## src/rtl/gb_pkg.sv

```systemverilog
// Shared Game Boy SoC definitions: memory-map constants and the OAM DMA state type.
package gb_pkg;

    localparam int unsigned OAM_LEN      = 160;
    localparam logic [15:0] HRAM_LO      = 16'hFF80;
    localparam logic [15:0] HRAM_HI      = 16'hFFFE;
    localparam logic [15:0] DMA_REG_ADDR = 16'hFF46;
    localparam logic [7:0]  ECHO_FOLD    = 8'h20;

    typedef enum logic [1:0] {
        DMA_IDLE,
        DMA_DELAY,
        DMA_XFER
    } dma_state_t;

    // Pages 0xE0-0xFF are echo RAM; they read back from WRAM 0xC0-0xDF.
    function automatic logic [7:0] dma_src_page(input logic [7:0] src);
        return (src >= 8'hE0) ? (src - ECHO_FOLD) : src;
    endfunction

endpackage

```

## src/rtl/oam_dma.sv

```systemverilog
// Sprite-attribute DMA: copies LEN bytes from page {src,00} into OAM, one byte per cycle.
// Optional macro OAM_DMA_CPU_STALL_EN blocks non-HRAM CPU accesses while the bus is owned.
module oam_dma
    import gb_pkg::*;
#(
    parameter int unsigned LEN         = OAM_LEN,
    parameter int unsigned START_DELAY = 1
) (
    input  logic        clk,
    input  logic        rst,
    input  logic        reg_we,
    input  logic [7:0]  reg_wdata,
    output logic [7:0]  reg_rdata,
    output logic        busy,
    output logic        bus_req,
    output logic [15:0] bus_addr,
    input  logic [7:0]  bus_rdata,
    output logic        oam_we,
    output logic [7:0]  oam_addr,
    output logic [7:0]  oam_wdata,
    input  logic [15:0] cpu_addr,
    output logic        cpu_stall
);

    localparam logic [7:0] LAST_IDX = 8'(LEN - 1);
    localparam logic [1:0] DLY_INIT = 2'(START_DELAY);

    dma_state_t  state_q;
    logic [7:0]  src_q;
    logic [7:0]  idx_q;
    logic [1:0]  dly_q;
    logic        bus_req_q;
    logic [15:0] bus_addr_q;
    logic        wr_pend_q;
    logic [7:0]  wr_idx_q;
    logic [7:0]  wdata_q;

    always_ff @(posedge clk) begin
        if (!rst) begin
            state_q    <= DMA_IDLE;
            src_q      <= 8'hFF;
            idx_q      <= 8'h00;
            dly_q      <= 2'd0;
            bus_req_q  <= 1'b0;
            bus_addr_q <= 16'h0000;
            wr_pend_q  <= 1'b0;
            wr_idx_q   <= 8'h00;
            wdata_q    <= 8'h00;
        end else if (reg_we) begin
            // Restart: the read in flight this cycle is dropped, the pending write
            // already on the OAM port completes.
            src_q     <= reg_wdata;
            idx_q     <= 8'h00;
            dly_q     <= DLY_INIT;
            wr_pend_q <= 1'b0;
            if (START_DELAY == 0) begin
                state_q    <= DMA_XFER;
                bus_req_q  <= 1'b1;
                bus_addr_q <= {dma_src_page(reg_wdata), 8'h00};
            end else begin
                state_q   <= DMA_DELAY;
                bus_req_q <= 1'b0;
            end
        end else begin
            wr_pend_q <= 1'b0;
            unique case (state_q)
                DMA_IDLE: begin
                    bus_req_q <= 1'b0;
                end
                DMA_DELAY: begin
                    if (dly_q <= 2'd1) begin
                        state_q    <= DMA_XFER;
                        bus_req_q  <= 1'b1;
                        bus_addr_q <= {dma_src_page(src_q), 8'h00};
                    end else begin
                        dly_q <= dly_q - 2'd1;
                    end
                end
                DMA_XFER: begin
                    wdata_q   <= bus_rdata;
                    wr_idx_q  <= idx_q;
                    wr_pend_q <= 1'b1;
                    if (idx_q == LAST_IDX) begin
                        state_q   <= DMA_IDLE;
                        bus_req_q <= 1'b0;
                    end else begin
                        idx_q      <= idx_q + 8'd1;
                        bus_addr_q <= {dma_src_page(src_q), idx_q + 8'd1};
                    end
                end
                default: begin
                    state_q   <= DMA_IDLE;
                    bus_req_q <= 1'b0;
                end
            endcase
        end
    end

    assign reg_rdata = src_q;
    assign busy      = (state_q != DMA_IDLE) | wr_pend_q;
    assign bus_req   = bus_req_q;
    assign bus_addr  = bus_addr_q;
    assign oam_we    = wr_pend_q;
    assign oam_addr  = wr_idx_q;
    assign oam_wdata = wdata_q;

`ifdef OAM_DMA_CPU_STALL_EN
    assign cpu_stall = bus_req_q & ~((cpu_addr >= HRAM_LO) && (cpu_addr <= HRAM_HI));
`else
    logic unused_cpu_addr;
    assign unused_cpu_addr = ^cpu_addr;
    assign cpu_stall       = 1'b0;
`endif

endmodule

```

## config.mk

```make
export PLATFORM = sky130hd
export DESIGN_NAME = oam_dma
export DESIGN_NICKNAME = d
export VERILOG_FILES = /design/src/rtl/gb_pkg.sv /design/src/rtl/oam_dma.sv
export SDC_FILE = /design/constraint.sdc
export NUM_CORES = 1
export LEC_CHECK = 0
export BUFFER_PORTS_ARGS = -buffer_cell sky130_fd_sc_hd__buf_2
export CAP_MARGIN = 20
export CORE_MARGIN = 2
export CORE_UTILIZATION = 53
export CTS_CLUSTER_DIAMETER = 100
export DETAILED_ROUTE_END_ITERATION = 16
export PLACE_DENSITY = 0.87
export SYNTH_ARGS = -nofsm -noshare
export SYNTH_HDL_FRONTEND = slang
export SYNTH_SLANG_ARGS = --single-unit
```

## constraint.sdc

```tcl
create_clock -name clk -period 4.45 [get_ports clk]
set_clock_uncertainty 0.15 [all_clocks]
set_input_delay 0.89 -clock clk [delete_from_list [all_inputs] [get_ports clk]]
set_output_delay 0.89 -clock clk [all_outputs]
set_load 0.05 [all_outputs]
```

Yosys cells after proc, flatten, opt, wreduce, memory -nomap -nowiden
Index checks and enable logic that the tools add are counted.
W data, S select, Z words.

cells by class
  add/sub/neg operators = 3
  magnitude comparators = 2
  equality and inequality tests = 10
  multiplexer cells = 15
  bitwise gates (word level) = 6
  reductions and logical operators = 13

operators by type and width
  cell                   count
  $mux W16               2
  $pmux W16 S2           1
  $ne A2 B2 Y1 const B   5
  $reduce_and A2 Y1      5
  $add A8 B1 Y8 const B  1
  $eq A8 B8 Y1 const B   1
  $ge A8 B8 Y1 const B   1
  $mux W8                1
  $sub A8 B6 Y8 const B  1
  $mux W1                7
  $ne A3 B3 Y1 const B   2
  $pmux W2 S3            1
  $reduce_and A3 Y1      2
  $reduce_bool A2 Y1     3
  $not A1 Y1             5
  $mux W2                2
  $reduce_and A4 Y1      1
  $eq A2 B1 Y1 const B   1
  $eq A2 B2 Y1 const B   1
  $le A2 B1 Y1 const B   1
  $logic_not A2 Y1       1
  $pmux W1 S2            1
  $reduce_or A2 Y1       1
  $sub A2 B1 Y2 const B  1
  $or A1 B1 Y1           1

storage, ports and cells
  register bits after elaboration = 54
  input bits = 35
  logic and storage cells = 60

Longest topological paths before layout
  word-level depth = 4
  depth in mapped cells = 7
  gate-level depth less buffers = 6

Worst setup path after synthesis
Ideal clock, no wire load.

  path kind = input-to-reg
  start point = in reg_we
  end point = reg bus_addr_q[3], in the netlist bus_addr[3]
  library setup time = 0.115 ns
  arrival time = 1.971 ns
  path slack = 2.214 ns
  stages = 5
  cells stage by stage = clkbuf_1 -> nor3b_1 -> clkbuf_1 -> a21boi_2 -> o21a_1

between the ends
  longest elaborated chain between the ends = 2

ends and longest elaborated chain
  what                                RTL line       source
  from (decl)                         oam_dma.sv:11  input logic reg_we,
  $not A1 Y1 (no source line)         n/a
  $reduce_and A4 Y1 (no source line)  n/a
  to (signal assigned)                oam_dma.sv:59  bus_addr_q <= {dma_src_page(reg_wdata), 8'h00};
  to (signal assigned)                oam_dma.sv:74  bus_addr_q <= {dma_src_page(src_q), 8'h00};
  to (signal assigned)                oam_dma.sv:88  bus_addr_q <= {dma_src_page(src_q), idx_q + 8'd1};
  to (decl)                           oam_dma.sv:33  logic [15:0] bus_addr_q;

No other way between the ends.
A chain may end at the register's enable or synchronous reset.

Final worst setup path
  start point = in reg_we
  end point = reg bus_addr_q[6], in the netlist bus_addr[6]

Same word-level chain as after synthesis.

==> results.toml <==
[clock_tree]
cts_buffers = 5
clockBufferDepth = 2
cts_root_buf = "clkbuf_8"
h-tree-depth = 2
post_cts_buffers = 0
cts_tree = "yes"
hold_buffers = 0
cts_resized = 0
clock_latency_ns = 0.31
clk_pin_slew_ns = 0.09
clkSinkCount = 54

[logic_synthesis]
synth_fp_nets = 303
synth_seq_cells = 54
ys.flop_type = "dfxtp_1"
synth.avg_cell_area_um2 = 8.72
synth_edf_count = 0
yosysUniqueCellTypes = 42
syn_area_um2 = 2280
async_reset_ff_frac = 0
netlist_instances = 262
synth-warning-count = 0
yosysSeqAreaShare = 0.473

[global_routing]
track_usage = 0.228
antenna_found_initial = 0
grt_pass1_vias = 1973
grt_overflow = 0
grt_max_degree = 25
grt_pass1_wl_um = 9080

[worst_setup_path]
r2r_slack_ns = 1.99
worstPathBufferInverterCount = 2
r2r-end = "bus_addr[6]"
worstPathCellList = "buf_2, nor3b_1, buf_4, nand2_1, a32o_1"
worstSetupEndpoint = "bus_addr[6]"
cp.required_ns = 4.50
crit_arrival_ns = 2.52
slowest_delay_ns = 0.74
critical_path_depth = 5
crit_type = "in -> reg"
crit_path_max_fanout = 18
critPathTopFamily = "simple AND/OR/NAND/NOR gates"
end_kind = "flop"
slowest_stage = "nor3b_1"
crit_start = "reg_we"
cp-start-kind = "primary input"
reg2regPathDepth = 7
r2r_start = "state_q[1]"

[timing]
max-slew-margin-rel = 0.329
worstMarginPinSlew_ns = 1.00
fin_crit_sh = 0.554
setup_viol = 0
fin_crit_ns = 2.47
tns_ns = 0
rsz0062_at_grt = "no"
finalMaxSlewViolations = 0
hold_viol = 0
timing.fmax_mhz = 405
fin_hold_ws_ns = 0.305

[route]
viasPerCell = 5.52
antenna_left = 0
drt-pass1-iter-count = 4
wl_um = 5160
route.vias.total = 2013
remaining_drc_errors = 0
drtIter0Drc = 131
post_drt_wl_per_cell_um = 14.1

[power_and_ir_drop]
power.leakage_uw = 0.00110
pwr_density_cell_nw_per_um2 = 327
ir_drop_v = 0.000291
p_sw_uw = 239
p_comb_frac = 0.124
seq_power_share = 0.577
power_uw = 871
power.clock.fraction = 0.299
p_int_uw = 632
switching_share = 0.274

[layout]
postLayoutCoreUtil = 0.652
final_cell_mix = "buf_2, dfxtp_1, nand2_1"
final_nets = 356
layout_commonest_cell = "buf_2"
num_antenna_cells = 0
drive_gt1_frac = 0.235
area_delta_synth_final_pct = 16.5

[die]
core_um2 = 4090
die_h_um = 69.7
fp.dieW_um = 69.7
dieArea_um2 = 4850
row_count = 23
io_pins = 79
start_util = 0.559

[placed_design]
dpl.hpwl_um = 3630
gp_congestion = 0.858
portBuffers = 61

[job]
maxCapViolations = 0

[status]
status = "complete, no violations"

[hold_path]
min_from = "oam_addr[5]"
min_path_type = "reg -> reg"
## layer usage
metal / wire length, um / up-vias / GRT usage
met5: 0 / - / 0
met4: 89 / 0 / 0.0641
met3: 268 / 12 / 0.0625
met2: 2510 / 63 / 0.387
met1: 2300 / 931 / 0.285
li1: - / 1007 / -
## power by group through the flow
stage	Clock, uW	Sequential (uW)	Combinational (uW)
after CTS	262	502	108
after global placement	0	513	106
after detailed placement	0	513	108
final	260	502	108
after global routing	282	504	117
after floorplan	0	547	45.0
## logic make-up (layout without fill, tap and decap cells)
logic type                 count (synthesis)  after routing  synth area share
AOI/OAI and AO/OA                         66             66             0.181
adders and majority gates                  6              6            0.0329
buffers and inverters                     27             80            0.0537
muxes                                      6              6            0.0263
other                                      1              1           0.00164
xor gates and xnor gates                  12             12            0.0460
and+or+nand+nor                           90             90             0.185
DFF                                       54             54             0.473
## sequential cells by signal (all words and copies together), names as in the netlist
signal / flops
bus_addr: 16
oam_we: 1
oam_wdata: 8
idx_q: 8
dly_q: 2
state_q: 2
bus_req: 1
reg_rdata: 8
oam_addr: 8
## layout make-up
| class | count | area [um2] |
|---|---|---|
| Inverter | 10 | 37.5 |
| Tap cell | 50 | 62.6 |
| Multi-Input combinational cell | 181 | 1080 |
| Timing Repair Buffer | 63 | 320 |
| Clock inverter | 1 | 7.51 |
| Sequential cell | 54 | 1080 |
| Clock buffer | 6 | 72.6 |
| Fill cell | 338 | 1420 |
## cell usage after synthesis (3+ instances only)
cell / number / share of area
o21ai_0: 10 / 0.022
nor2_1: 11 / 0.018
mux2i_1: 6 / 0.026
ha_1: 6 / 0.033
a21oi_1: 29 / 0.064
xnor2_1: 8 / 0.031
inv_1: 10 / 0.016
nand2_1: 46 / 0.076
nand2b_1: 3 / 0.0082
dfxtp_1: 54 / 0.47
clkbuf_1: 10 / 0.016
o21a_1: 6 / 0.020
nor3_1: 6 / 0.013
o211ai_1: 7 / 0.023
nand3_1: 8 / 0.018
xor2_1: 4 / 0.015
nand4_1: 5 / 0.014
## worst min path at each step
stage	endpoint	slack, ns	depth (start not counted)
after CTS	oam_addr[5]	0.31	2
after detailed placement	oam_addr[5]	0.30	2
final	oam_addr[5]	0.30	2
after floorplan	dly_q[1]	0.30	1
after global placement	oam_addr[6]	0.29	2
after global routing	oam_wdata[2]	0.33	2
## worst reg2reg max path, cell delays in order (launching register included)
cell     delay (ns)
dfxtp_1        0.34
inv_1          0.08
ha_1           0.22
and3b_1        0.21
nor3b_1        0.68
buf_4          0.30
nand2_1        0.10
a32o_1         0.28
## through the flow
step	worst slack, ns	std cells	cell area, um2
after floorplan	2.21	262	2280
after detailed placement	1.69	358	2580
after global routing	1.85	365	2660
final	1.98	365	2660
after global placement	1.74	358	2580
after CTS	2.02	365	2660
No activity file was read; power rests on OpenSTA's default activity.
